**config.mk**
```make
export PLATFORM = sky130hd
export DESIGN_NAME = stat_bar_overlay
export DESIGN_NICKNAME = d
export VERILOG_FILES = /design/src/rtl/stat_bar_overlay.sv
export SDC_FILE = /design/constraint.sdc
export NUM_CORES = 1
export LEC_CHECK = 0
export ABC_CLOCK_PERIOD_IN_PS = 11900
export BUFFER_PORTS_ARGS = -buffer_cell sky130_fd_sc_hd__buf_2
export CAP_MARGIN = 20
export CORE_MARGIN = 4
export CORE_UTILIZATION = 29
export CTS_CLUSTER_DIAMETER = 60
export DETAILED_ROUTE_END_ITERATION = 8
export SETUP_SLACK_MARGIN = 0.02
export SLEW_MARGIN = 20
export SYNTH_ARGS = -nofsm -noshare
export SYNTH_HDL_FRONTEND = slang
export SYNTH_SLANG_ARGS = --single-unit
```
**constraint.sdc**
```tcl
create_clock -name clk -period 11.9 [get_ports clk]
set_input_delay 2.38 -clock clk [delete_from_list [all_inputs] [get_ports clk]]
set_output_delay 2.38 -clock clk [all_outputs]
set_load 0.01 [all_outputs]
```
**src/rtl/stat_bar_overlay.sv**
```systemverilog
// stat_bar_overlay
// ----------------
// On-screen status-bar generator for the game overlay. Draws NUM_BARS
// horizontal bars (health, score, energy, ...) whose displayed length slews
// toward a packed target value once per frame. Each bar also reports a
// three-level colour code for the colorizer.
//
// Optional feature: define STAT_BAR_FLASH_EN to enable the damage flash.
// A bar whose target drops blinks (4 frames off / 4 frames on) for
// FLASH_FRAMES frames. With the macro undefined the flash logic is absent.
//
// Ports:
//   clk           pixel clock
//   reset         asynchronous, active-low; clears all state and outputs
//   values        target values, bar i = values[i*VAL_W +: VAL_W]
//   pixel_row     current row from the display timing generator
//   pixel_column  current column from the display timing generator
//   bar_hit       bit i set when the pixel lies on visible bar i (registered)
//   bar_level     2-bit colour code per bar: 00 none, 01 low, 10 mid, 11 high
//                 (registered, forced to 00 when that bar's hit is 0)

module stat_bar_overlay #(
    parameter int NUM_BARS     = 2,
    parameter int VAL_W        = 8,
    parameter int COL_START    = 32,
    parameter int ROW_START    = 32,
    parameter int BAR_THICK    = 33,
    parameter int BAR_PITCH    = 48,
    parameter int SCALE_SHIFT  = 0,
    parameter int STEP         = 2,
    parameter int FLASH_FRAMES = 32
) (
    input  logic                        clk,
    input  logic                        reset,
    input  logic [NUM_BARS*VAL_W-1:0]   values,
    input  logic [10:0]                 pixel_row,
    input  logic [10:0]                 pixel_column,
    output logic [NUM_BARS-1:0]         bar_hit,
    output logic [2*NUM_BARS-1:0]       bar_level
);

    localparam int MAX_COL = COL_START + ((2 ** VAL_W - 1) << SCALE_SHIFT);
    // Clamp so the step always fits the VAL_W+1 bit slew arithmetic.
    localparam int STEP_C  = (STEP > 2 ** VAL_W) ? 2 ** VAL_W : STEP;
    localparam logic [VAL_W:0]  STEP_X = (VAL_W + 1)'(STEP_C);
    localparam logic [11:0]     COL_LO = 12'(COL_START);

    // Elaboration-time parameter sanity checks.
    if (MAX_COL > 2047) begin : g_bad_geometry
        $error("stat_bar_overlay: longest bar exceeds column 2047");
    end
    if (STEP < 1) begin : g_bad_step
        $error("stat_bar_overlay: STEP must be at least 1");
    end
    if (VAL_W < 2) begin : g_bad_width
        $error("stat_bar_overlay: VAL_W must be at least 2");
    end
    if (FLASH_FRAMES < 1) begin : g_bad_flash
        $error("stat_bar_overlay: FLASH_FRAMES must be at least 1");
    end

    // ------------------------------------------------------------------
    // Frame tick: first clock at (0,0) after any other coordinate.
    // ------------------------------------------------------------------
    logic at_origin;
    logic was_origin;
    logic frame_tick;

    assign at_origin  = (pixel_row == 11'd0) && (pixel_column == 11'd0);
    assign frame_tick = at_origin && !was_origin;

    // was_origin resets to 1 so that a reset released while the scan sits at
    // (0,0) produces no tick until the coordinates leave and come back.
    // NOTE: sequential state uses non-blocking (<=) so every flop samples
    // pre-edge values; blocking here would create order-dependent races.
    always_ff @(posedge clk or negedge reset) begin
        if (!reset) begin
            was_origin <= 1'b1;
        end else begin
            was_origin <= at_origin;
        end
    end

    // Move d toward t by at most STEP, never passing t (and so never past 0
    // or the top of the range). Done at VAL_W+1 bits so the sum cannot wrap.
    function automatic logic [VAL_W-1:0] slew(input logic [VAL_W-1:0] d,
                                              input logic [VAL_W-1:0] t);
        logic [VAL_W:0] de;
        logic [VAL_W:0] te;
        logic [VAL_W:0] diff;
        logic [VAL_W:0] res;
        de   = {1'b0, d};
        te   = {1'b0, t};
        diff = '0;
        res  = de;
        if (de < te) begin
            diff = te - de;
            res  = de + ((diff > STEP_X) ? STEP_X : diff);
        end else if (de > te) begin
            diff = de - te;
            res  = de - ((diff > STEP_X) ? STEP_X : diff);
        end
        return res[VAL_W-1:0];
    endfunction

    logic [11:0] row12;
    logic [11:0] col12;
    assign row12 = {1'b0, pixel_row};
    assign col12 = {1'b0, pixel_column};

    logic [NUM_BARS-1:0]   hit_c;
    logic [2*NUM_BARS-1:0] level_c;

    // ------------------------------------------------------------------
    // Per-bar state and geometry
    // ------------------------------------------------------------------
    for (genvar g = 0; g < NUM_BARS; g++) begin : g_bar
        localparam logic [11:0] ROW_LO = 12'(ROW_START + g * BAR_PITCH);
        localparam logic [11:0] ROW_HI = 12'(ROW_START + g * BAR_PITCH + BAR_THICK);

        logic [VAL_W-1:0] target;
        logic [VAL_W-1:0] disp;
        logic [11:0]      col_hi;
        logic             in_rows;
        logic             in_cols;
        logic             blank;
        logic             visible;
        logic [1:0]       lvl;

        assign target = values[g*VAL_W +: VAL_W];

        // Displayed length is a handful of flops per bar, not a RAM, so it
        // is cleared by reset like any other control state.
        // NOTE: register arrays/banks that hold architectural state get an
        // explicit reset; only true RAMs are left unreset.
        always_ff @(posedge clk or negedge reset) begin
            if (!reset) begin
                disp <= '0;
            end else if (frame_tick) begin
                disp <= slew(disp, target);
            end
        end

        // disp == 0 gives col_hi == COL_LO, an empty column range.
        assign col_hi  = COL_LO + (12'(disp) << SCALE_SHIFT);
        assign in_rows = (row12 >= ROW_LO) && (row12 < ROW_HI);
        assign in_cols = (col12 >= COL_LO) && (col12 < col_hi);

        // NOTE: assign a default first in always_comb; a path that leaves a
        // variable unassigned infers a latch.
        always_comb begin
            lvl = 2'b01;
            if (disp[VAL_W-1]) begin
                lvl = 2'b11;
            end else if (disp[VAL_W-2]) begin
                lvl = 2'b10;
            end
        end

`ifdef STAT_BAR_FLASH_EN
        localparam int FW_RAW = $clog2(FLASH_FRAMES + 1);
        // At least 3 bits so the blink phase bit [2] always exists.
        localparam int FW     = (FW_RAW < 3) ? 3 : FW_RAW;
        localparam logic [FW-1:0] FLASH_LOAD = FW'(FLASH_FRAMES);

        logic [VAL_W-1:0] prev;
        logic [FW-1:0]    flash;

        always_ff @(posedge clk or negedge reset) begin
            if (!reset) begin
                prev  <= '0;
                flash <= '0;
            end else if (frame_tick) begin
                if (target < prev) begin
                    flash <= FLASH_LOAD;
                end else if (flash != '0) begin
                    flash <= flash - 1'b1;
                end
                prev <= target;
            end
        end

        // Bit 2 of the down-counter toggles every 4 frames: 4 off, 4 on.
        assign blank = (flash != '0) && flash[2];
`else
        assign blank = 1'b0;
`endif

        assign visible              = in_rows && in_cols && !blank;
        assign hit_c[g]             = visible;
        assign level_c[2*g +: 2]    = visible ? lvl : 2'b00;
    end

    // ------------------------------------------------------------------
    // Output registers: one clock after the coordinates that produced them.
    // ------------------------------------------------------------------
    always_ff @(posedge clk or negedge reset) begin
        if (!reset) begin
            bar_hit   <= '0;
            bar_level <= '0;
        end else begin
            bar_hit   <= hit_c;
            bar_level <= level_c;
        end
    end

endmodule

```
==> metrics.md, run 1 <==
| Metric | Value |
|---|---|
| Register Area | 576.8 um2 |
| Seq/Total Area, Yosys | 0.1599 |
| Endpoints failing setup | 0 |
| Worst setup path start | values[12] |
| Largest family of logic cells by synthesized area | adder cells |
| Post-CTS sizing | 0 |
| Clk root buf | clkbuf_16 |
| Initial antenna violation count | 0 |
| Worst Clk Skew | between 0.007 and 0.008 ns |
| Initial Utilization | 0.2978 |
| Signal arrival time at the worst endpoint | around 7 ns |
| Max VDD drop | ~0.00007 V |
| Min Tclk post-route | 6.867 ns |
| Vias in the first global route | about 3,400 |
| Post-synthesis compound-gate area fraction | 0.2501 |
| Worst Max-Slew Pin Slew | 0.8661 ns |
| Syn nets | 552 |
| Post-synthesis mux area share | 0.02046 |
| DR vias | 3,259 |
| Fin util | 0.3355 |
| Required time of the worst setup path | around 12 ns |
| Share of cells above drive strength 1 | 0.1287 |
| Final HPWL DP | 7.429 mm |
| Clk buf depth | 2 |
| # rows | 40 |
| Xor-xnor portion of the synthesized cell area | 0.05584 |
| Post-DR wirelength/cell | between 10 and 15 um |
| Hold Fails Final Rpt | 0 |
| # port buffers | 45 |
| First-pass GRT wire length | 15.52 mm |
| Pre-CTS setup slack | 4.839 ns |
| Critical Setup Path Class | in2reg |
| Min setup slack post-route | 5.033 ns |
| Drt total wl | just under 9 mm |
| Crit start category | input pin |
| Post-CTS Setup Inserts | 0 |
| Congestion Overflow GR | 0 |
| Die height | 119.5 um |
| Core area | 12,110 um2 |
| Leading area contributor after synthesis | ha_1 |
| Clock sinks | 23 |
| Status | finished clean |
| Die W | 119.5 um |
| Detailed-router iteration count before antenna repair | 4 |
| Max frequency | 145.6 MHz |
| Post-synth top area share | 0.2289 |
| I/O Pins | 46 |
| Reg2Reg Depth | 18 |
| Hold Worst Slack | approximately 0.55 ns |
| Avg Cell Area, Syn | 8.198 um2 |
| Worst skew pair latency | 0.26 ns |
| Number of vias per cell | 5.076 |
| # fillers | 1,325 |
| Die area | 14,290 um2 |
| Pwr Total | roughly 0.00021 W |
| Hold Crit Class | reg2reg |
| 1st-iter DRT viols | approximately 170 |
| Syn. warnings | 0 |
| Static leakage | 2.018 nW |
| Post-synth EDFFs | 0 |
| TritonCTS clock tree | built |
| Main area contributors after synthesis | ha_1 (23%), dfrtp_1 (15%), inv_1 (5.0%) |
| Post-synthesis simple-gate area fraction | 0.1824 |
| Post-synthesis adder-cell area fraction | 0.2622 |
| H-tree depth | 1 |
| Start of the worst register-to-register path | g_bar[1].disp[4] |
| Pin count of the biggest net entering global routing | 24 |
| Pwr dens | 51.75 nW/um2 |
| Number of synthesized register bits | 23 |
| Synth cell types | 60 |
| CTS buffer count | 3 |
| Async SR Flop Fraction | 1.000 |
| Area Growth Syn to Fin | 12.66% |
| # hold bufs at CTS | 0 |
| Post-Syn Area | 3607 um2 |
| GP Congestion | approximately 0.87 |
| Final Slew Violations | 0 |
| Tcrit/Tclk final | 0.5770 |
| Number of max-cap violations | 0 |
| Mapped Cells | 440 |
| Primary FF master, synth | dfrtp_1 |
| GRT Total Usage | 0.1279 |
| Worst setup path end | g_bar[1].disp[7] |
| CP Max Fanout | 13 |
| Worst-path clk slew | approximately 0.07 ns |
| Antenna viol nets, final | 0 |
| Antenna diode instance count | 0 |
| DRC violations left | 0 |
| Setup TNS | 0 ns |
| Rel. slew slack | 0.4077 |
| Worst Setup End Kind | flip-flop |
| RSZ-0062 raised after global routing | no |
| R2r setup slk | 6.82 ns |
| Nets@finish | 587 |
| Area of the multi-input gates | 2781 um2 |
| Reg-to-Reg End | g_bar[1].disp[7] |
==> kinds of logic (layout without fill, tap and decap cells) <==
| logic type | Yosys count | count (layout) |
|---|---|---|
| AND/OR/NAND/NOR | 121 | 121 |
| flip-flops | 23 | 23 |
| XOR/XNOR | 23 | 23 |
| multiplexers | 7 | 7 |
| AO/OA/AOI/OAI | 130 | 130 |
| adder cells (fa/ha/maj) | 72 | 72 |
| buffers and inverters | 64 | 98 |
==> critical path, cell delays in order <==
cell      delay, ns
buf_2          0.09
inv_1          0.04
ha_1           0.54
nand2_1        0.10
a211oi_1       0.36
o311a_1        0.23
a311oi_1       0.07
nor4_1         0.52
nand2b_1       0.13
ha_1           0.28
o31ai_1        0.41
ha_1           0.32
nor2b_1        0.13
o21a_1         0.18
a311o_1        0.38
a21o_1         0.18
a21oi_1        0.19
nor3b_1        0.22
a31oi_1        0.08
xnor2_1        0.16
==> worst min-delay path by stage <==
stage                      from          endpoint  slack [ns]  cells after the start
6_report       g_bar[0].disp[0]  g_bar[0].disp[0]        0.55                      2
5_1_grt        g_bar[1].disp[0]  g_bar[1].disp[0]        0.60                      2
4_1_cts        g_bar[0].disp[0]  g_bar[0].disp[0]        0.56                      2
3_5_place_dp   g_bar[0].disp[0]  g_bar[0].disp[0]        0.54                      2
3_3_place_gp   g_bar[0].disp[0]  g_bar[0].disp[0]        0.53                      2
2_1_floorplan  g_bar[1].disp[0]  g_bar[1].disp[0]        0.50                      2
==> state kept, by name, summed over array words and instances, names as in the netlist <==
register	flops
bar_level	4
bar_hit	2
g_bar.disp	16
was_origin	1
==> cell usage in the layout (no fill, tap or decap), drive strengths merged, types with 4 or more instances in the layout <==
| master | n |
|---|---|
| ha | 66 |
| inv | 48 |
| buf | 46 |
| a21oi | 31 |
| o21ai | 30 |
| nor2 | 23 |
| nand2b | 23 |
| dfrtp | 22 |
| nand2 | 21 |
| a21o | 19 |
| xnor2 | 14 |
| nor2b | 11 |
| xor2 | 9 |
| nor3 | 7 |
| o21a | 7 |
| nor4 | 7 |
| nand3 | 6 |
| nand4 | 6 |
| fa | 6 |
| o22ai | 5 |
| a211oi | 5 |
| o2111ai | 4 |
| mux2i | 4 |
| o31ai | 4 |
==> through the flow <==
step	instance area [um2]	std cells
floorplan	3607	440
global placement	3981	638
detailed placement	3981	638
CTS	4064	642
global route	4064	642
finish	4064	642
==> synth_stat cells, drive strengths merged, types with 3 or more instances <==
library cell / number
nor2: 23
a21oi: 31
xnor2: 14
fa: 6
nand4: 6
ha: 66
dfrtp: 22
mux2i: 4
o21ai: 30
mux2: 3
or4: 3
o2111ai: 4
o21a: 7
xor2: 9
o22ai: 5
or3: 3
nor3: 7
nand2: 21
clkbuf: 8
a211oi: 5
nand2b: 23
o31ai: 4
buf: 8
nor2b: 11
nand3: 6
inv: 48
a21o: 19
nor4: 7
==> layer usage <==
metal,part of all wire,vias up,wire length [um],track usage
met1,0.50,1538,4422,0.1814
li1,-,1638,-,-
met4,0.012,0,102,0.02076
met2,0.45,75,4028,0.2147
met3,0.035,8,306,0.01225
met5,0,-,0,0
==> layout make-up <==
type	instances	share of cell area
inverter	48	0.04433
clock buffer	3	0.01847
clock inverter	1	0.001847
sequential	23	0.1419
timing repair buffer	46	0.05727
multi-input combinational	353	0.6844
tap	168	0.05172
==> power breakdown <==
group	leakage, nW	internal [W]	switching, W
clock network	0.0371	0.0000455	0.0000288
registers	0.307	0.0000782	0.00000000743
logic	1.67	0.0000248	0.0000329
Power figures use the tool's default switching activity.
==> inputs of run 2 (changes only) <==
--- a/config.mk
+++ b/config.mk
@@ -5,7 +5,7 @@
 export SDC_FILE = /design/constraint.sdc
 export NUM_CORES = 1
 export LEC_CHECK = 0
-export ABC_CLOCK_PERIOD_IN_PS = 11900
+export ABC_CLOCK_PERIOD_IN_PS = 5900
 export BUFFER_PORTS_ARGS = -buffer_cell sky130_fd_sc_hd__buf_2
 export CAP_MARGIN = 20
 export CORE_MARGIN = 4
==> constraint.sdc (replaced) <==
create_clock -name clk -period 5.9 [get_ports clk]
set_input_delay 1.18 -clock clk [delete_from_list [all_inputs] [get_ports clk]]
set_output_delay 1.18 -clock clk [all_outputs]
set_load 0.01 [all_outputs]
==> metrics.md, run 2 (same netlist as run 1, synthesis figures left out) <==
| Metric | Value |
|---|---|
| Status | finished clean |
| Drt total wl | 8.864 mm |
| Static leakage | between 2 and 2.5 nW |
| Worst Max-Slew Pin Slew | 0.8872 ns |
| Pint | 0.0003003 W |
| Number of max-cap violations | 0 |
| Switch share | 0.2969 |
| Final Slew Violations | 0 |
| Min Tclk post-route | 5.629 ns |
| # rows | 40 |
| Post-CTS sizing | 0 |
| Crit start category | input pin |
| # hold bufs at CTS | 0 |
| Hold Crit Class | reg2reg |
| Metal3 WL | 336 um |
| Worst skew pair latency | 0.26 ns |
| WL met2 | 3.912 mm |
| Post-CTS Setup Inserts | 0 |
| Pin count of the biggest net entering global routing | 24 |
| Cell mode on critical path | ha_1 |
| Setup TNS | 0 ns |
| Max reg flops | 16 |
| Biggest regs | g_bar.disp x16, bar_level x4, bar_hit x2 |
| Signal arrival time at the worst endpoint | between 5 and 6 ns |
| Clk root buf | clkbuf_16 |
| Max frequency | 177.6 MHz |
| Pwr dens | between 100 and 150 nW/um2 |
| H-tree depth | 1 |
| DR vias | 3,263 |
| Die W | around 120 um |
| Required time of the worst setup path | 6.04 ns |
| Met1 wire length | 4.426 mm |
| Share of cells above drive strength 1 | 0.1324 |
| Detailed-router iteration count before antenna repair | 4 |
| Number of vias per cell | 5.067 |
| Critical Setup Path Class | in2reg |
| Hold path depth | 2 |
| Clk pwr share | 0.355 |
| I/O Pins | 46 |
| # fillers | 1,346 |
| GRT Total Usage | 0.1252 |
| Core area | 12,110 um2 |
| Top reg by flops | g_bar.disp |
| Worst-path clk slew | 0.07 ns |
| Commonest cells after routing, fill and taps aside | ha_1 (66), inv_1 (48), buf_2 (45) |
| Reg2Reg Depth | 19 |
| First-pass GRT wire length | 15.32 mm |
| Antenna viol nets, final | 0 |
| 1st-iter DRT viols | 136 |
| GP Congestion | 0.8453 |
| Antenna diode instance count | 0 |
| Tcrit/Tclk final | 0.9541 |
| Pre-CTS setup slack | 0.02148 ns |
| Post-DR wirelength/cell | 13.76 um |
| Psw | roughly 0.00013 W |
| Clk buf depth | 2 |
| Top Layer Used | met4 |
| Initial Utilization | 0.2978 |
| TritonCTS clock tree | built |
| Slowest cell on crit path | nor4_1 |
| DRC violations left | 0 |
| CTS buffer count | 3 |
| Worst Clk Skew | 0.006435 ns |
| Min setup slack post-route | 0.2708 ns |
| Clock sinks | 23 |
| Reg power frac | 0.369 |
| CP Max Fanout | 3 |
| Area Growth Syn to Fin | 13.08% |
| Worst Setup End Kind | flip-flop |
| Die area | approximately 14,000 um2 |
| Hold Fails Final Rpt | 0 |
| Cell Chain, Critical Path | buf_2, inv_1, ha_1, fa_1, nor2b_1, o22ai_1, mux2i_1, nand4_1, nor4_1, nand2b_1, ha_1, o31ai_1, ha_1, nor2b_1, o21a_1, a311o_1, a21o_1, a21oi_1, nor3b_1, a31oi_1, xnor2_1 |
| # port buffers | 45 |
| Vias in the first global route | around 3,400 |
| Nets@finish | 589 |
| Max VDD drop | 0.00008321 V |
| Congestion Overflow GR | 0 |
| Endpoints failing setup | 0 |
| Worst path max stage delay | 0.51 ns |
| Final HPWL DP | 7.514 mm |
| Most common cell after layout, fill and taps aside | ha_1 |
| Die height | around 120 um |
| Rel. slew slack | 0.3932 |
| Comb power frac | 0.276 |
| RSZ-0062 raised after global routing | no |
| Initial antenna violation count | 0 |
==> run 2: area by class of cell <==
type                            instances  area [um2]  area share
Multi-Input combinational cell        353        2781      0.6819
Clock buffer                            3       75.07     0.01840
Sequential cell                        23       576.8      0.1414
Tap cell                              168       210.2     0.05153
Clock inverter                          1       7.507    0.001840
Inverter                               48       180.2     0.04417
Timing Repair Buffer                   48       247.7     0.06074
==> run 2: worst paths after layout <==
kind                                  start          endpoint  slack, ns
min in group asynchronous             reset  g_bar[0].disp[7]       0.91
min                        g_bar[0].disp[0]  g_bar[0].disp[0]       0.55
max                               values[8]  g_bar[1].disp[7]       0.27
max in group asynchronous             reset        was_origin       4.62
max reg2reg                g_bar[1].disp[0]  g_bar[1].disp[7]       0.89
min reg2reg                g_bar[0].disp[0]  g_bar[0].disp[0]       0.55
==> run 2: critical path: cells and delay by family <==
family	cells	cell delay (ns)
multiplexers	1	0.19
AO/OA/AOI/OAI	7	1.57
XOR/XNOR	1	0.15
buffers and inverters	2	0.13
AND/OR/NAND/NOR	6	1.36
adder cells (fa/ha/maj)	4	1.19
==> run 2: power groups by stage <==
stage / Clock [W] / Combinational [W] / Sequential, W
floorplan: 0 / 0.0000780 / 0.000161
global placement: 0 / 0.000114 / 0.000161
detailed placement: 0 / 0.000118 / 0.000161
CTS: 0.000154 / 0.000118 / 0.000158
global route: 0.000163 / 0.000134 / 0.000158
finish: 0.000152 / 0.000118 / 0.000158
==> run 2: per-stage QoR <==
| step | hold slack, ns | total power (W) | utilization | instances | area (um2) |
|---|---|---|---|---|---|
| after floorplan | 0.4959 | 0.0002387 | - | 440 | 3607 |
| after detailed placement | 0.5457 | 0.0002784 | 0.3300 | 640 | 3996 |
| after global placement | 0.5275 | 0.0002749 | 0.3300 | 640 | 3996 |
| final | 0.5517 | 0.0004271 | 0.3368 | 644 | 4079 |
| after CTS | 0.5621 | 0.0004304 | 0.3368 | 644 | 4079 |
| after global routing | 0.5988 | 0.0004546 | 0.3368 | 644 | 4079 |
==> run 2: routing by layer <==
metal,vias to the layer above,GRT usage
met5,-,0
met4,0,0.02935
met3,16,0.01225
met2,86,0.2087
met1,1518,0.1752
li1,1643,-
==> inputs of run 3 (changes only) <==
--- a/config.mk
+++ b/config.mk
@@ -8,10 +8,13 @@
 export ABC_CLOCK_PERIOD_IN_PS = 5900
 export BUFFER_PORTS_ARGS = -buffer_cell sky130_fd_sc_hd__buf_2
 export CAP_MARGIN = 20
+export CELL_PAD_IN_SITES_DETAIL_PLACEMENT = 0
+export CELL_PAD_IN_SITES_GLOBAL_PLACEMENT = 1
 export CORE_MARGIN = 4
 export CORE_UTILIZATION = 29
 export CTS_CLUSTER_DIAMETER = 60
 export DETAILED_ROUTE_END_ITERATION = 8
+export PLACE_DENSITY_LB_ADDON = 0.1
 export SETUP_SLACK_MARGIN = 0.02
 export SLEW_MARGIN = 20
 export SYNTH_ARGS = -nofsm -noshare
==> metrics.md, run 3 (same netlist as run 1, synthesis figures left out) <==
| Metric | Value |
|---|---|
| Min Tclk post-route | 5.407 ns |
| CP Max Fanout | 3 |
| Tcrit/Tclk final | 0.9165 |
| RSZ-0062 raised after global routing | no |
| Finished Cell Area | 4139 um2 |
| Core area | 12,110 um2 |
| Pwr Total | 0.0004345 W |
| Drt total wl | 9.697 mm |
| Top reg by flops | g_bar.disp |
| Area of the multi-input gates | 2793 um2 |
| Pint | between 0.0003 and 0.0004 W |
| Most common cell after layout, fill and taps aside | ha_1 |
| Max frequency | 184.9 MHz |
| Required time of the worst setup path | slightly above 6 ns |
| Hold Crit Class | reg2reg |
| I/O Pins | 46 |
| Initial Utilization | 0.2978 |
| CTS buffer count | 3 |
| DRC violations left | 0 |
| Biggest regs | g_bar.disp x16, bar_level x4, bar_hit x2 |
| Signal arrival time at the worst endpoint | ~5.6 ns |
| Clk pwr share | 0.353 |
| Fin util | 0.3417 |
| Share of cells above drive strength 1 | 0.1470 |
| Endpoints failing setup | 0 |
| Vias in the first global route | 3,177 |
| 1st-iter DRT viols | between 150 and 200 |
| Area Growth Syn to Fin | 14.74% |
| Max VDD drop | 0.00008341 V |
| GRT Total Usage | 0.1407 |
| Congestion Overflow GR | 0 |
| Reg power frac | 0.363 |
| Die area | 14,290 um2 |
| Hold Fails Final Rpt | 0 |
| GP Congestion | 0.7994 |
| Worst Clk Skew | 0.002268 ns |
| H-tree depth | 1 |
| Post-CTS Setup Inserts | 0 |
| # port buffers | 45 |
| Rel. slew slack | 0.3891 |
| Setup TNS | 0 ns |
| Status | finished clean |
| Number of max-cap violations | 0 |
| Placed inst area | 4054 um2 |
| Antenna viol nets, final | 0 |
| Final HPWL DP | 8.179 mm |
| Worst Setup End Kind | flip-flop |
| Register Area | 576.8 um2 |
| Die W | 119.5 um |
| Switch share | 0.3017 |
| Final Slew Violations | 0 |
| Clk root buf | clkbuf_16 |
| Worst Max-Slew Pin Slew | 0.9108 ns |
| First-pass GRT wire length | around 17 mm |
| Pin count of the biggest net entering global routing | 24 |
| Worst skew pair latency | 0.26 ns |
| Die height | 119.5 um |
| Pwr dens | roughly 100 nW/um2 |
| Nets@finish | 596 |
| Pre-CTS setup slack | ~0.12 ns |
| Initial antenna violation count | 0 |
| Crit start category | input pin |
| Clock sinks | 23 |
| Comb power frac | 0.284 |
| Worst-path clk slew | 0.06 ns |
| # fillers | ~1,300 |
| Post-DR wirelength/cell | 14.90 um |
| Psw | 0.0001311 W |
| # rows | 40 |
| Number of vias per cell | 4.908 |
| Commonest cells after routing, fill and taps aside | ha_1 (66), inv_1 (48), buf_2 (45) |
| DR vias | about 3,200 |
| Antenna diode instance count | 0 |
| Detailed-router iteration count before antenna repair | 4 |
| Clk buf depth | 2 |
| Max reg flops | 16 |
| Min setup slack post-route | 0.4926 ns |
| TritonCTS clock tree | built |
| Static leakage | 2.062 nW |
| Critical Setup Path Class | in2reg |
==> run 3: worst paths after layout <==
path                                  start               end  slack, ns  cells after the start
max reg2reg                g_bar[1].disp[6]  g_bar[1].disp[7]       1.09                     18
min reg2reg                g_bar[0].disp[0]  g_bar[0].disp[0]       0.55                      2
min in group asynchronous             reset  g_bar[0].disp[7]       0.92                      1
max                               values[8]  g_bar[1].disp[7]       0.49                     21
max in group asynchronous             reset        bar_hit[1]       4.58                      1
min                        g_bar[0].disp[0]  g_bar[0].disp[0]       0.55                      2
==> run 3: area by class of cell <==
cell class,instances,area share
Timing Repair Buffer,55,0.07255
Sequential cell,23,0.1394
Tap cell,168,0.05079
Clock buffer,4,0.01904
Inverter,48,0.04353
Multi-Input combinational cell,353,0.6747
==> run 3: power groups by stage <==
stage | combinational, W | clock, W | sequential [W]
global placement | 0.000125 | 0 | 0.000161
finish | 0.000123 | 0.000153 | 0.000158
detailed placement | 0.000124 | 0 | 0.000161
CTS | 0.000125 | 0.000160 | 0.000158
global route | 0.000140 | 0.000168 | 0.000158
floorplan | 0.0000780 | 0 | 0.000161
==> run 3: per-stage QoR <==
| stage | instances | hold WS, ns |
|---|---|---|
| 6_report | 651 | 0.5507 |
| 3_3_place_gp | 647 | 0.5459 |
| 5_1_grt | 651 | 0.6140 |
| 4_1_cts | 651 | 0.5629 |
| 3_5_place_dp | 647 | 0.5473 |
| 2_1_floorplan | 440 | 0.4959 |
==> run 3: timing repair <==
action                     4_1_cts  5_1_grt
setup endpoints to repair        0        1
hold buffers                     0        0
resized for setup                0        1
==> run 3: worst max-delay path: stages <==
cell	delay, ns
buf_2	0.09
inv_1	0.04
ha_1	0.21
fa_1	0.37
nor2b_1	0.21
o21ai_0	0.13
a21oi_1	0.18
nand4_1	0.17
nor4_2	0.37
nand2b_1	0.10
ha_1	0.28
o31ai_1	0.41
ha_1	0.31
nor2b_1	0.12
o21a_1	0.18
a311o_1	0.38
a21o_1	0.18
a21oi_1	0.21
nor3b_1	0.20
a31oi_1	0.08
xnor2_1	0.16
==> run 3: layer usage <==
layer | up-vias | track usage | part of all wire | wire length, um
met1 | 1483 | 0.2188 | 0.54 | 5267
met5 | - | 0 | 0 | 0
met4 | 0 | 0.01933 | 0.0032 | 31
met3 | 2 | 0.01649 | 0.042 | 406
li1 | 1657 | - | - | -
met2 | 53 | 0.2122 | 0.41 | 3990
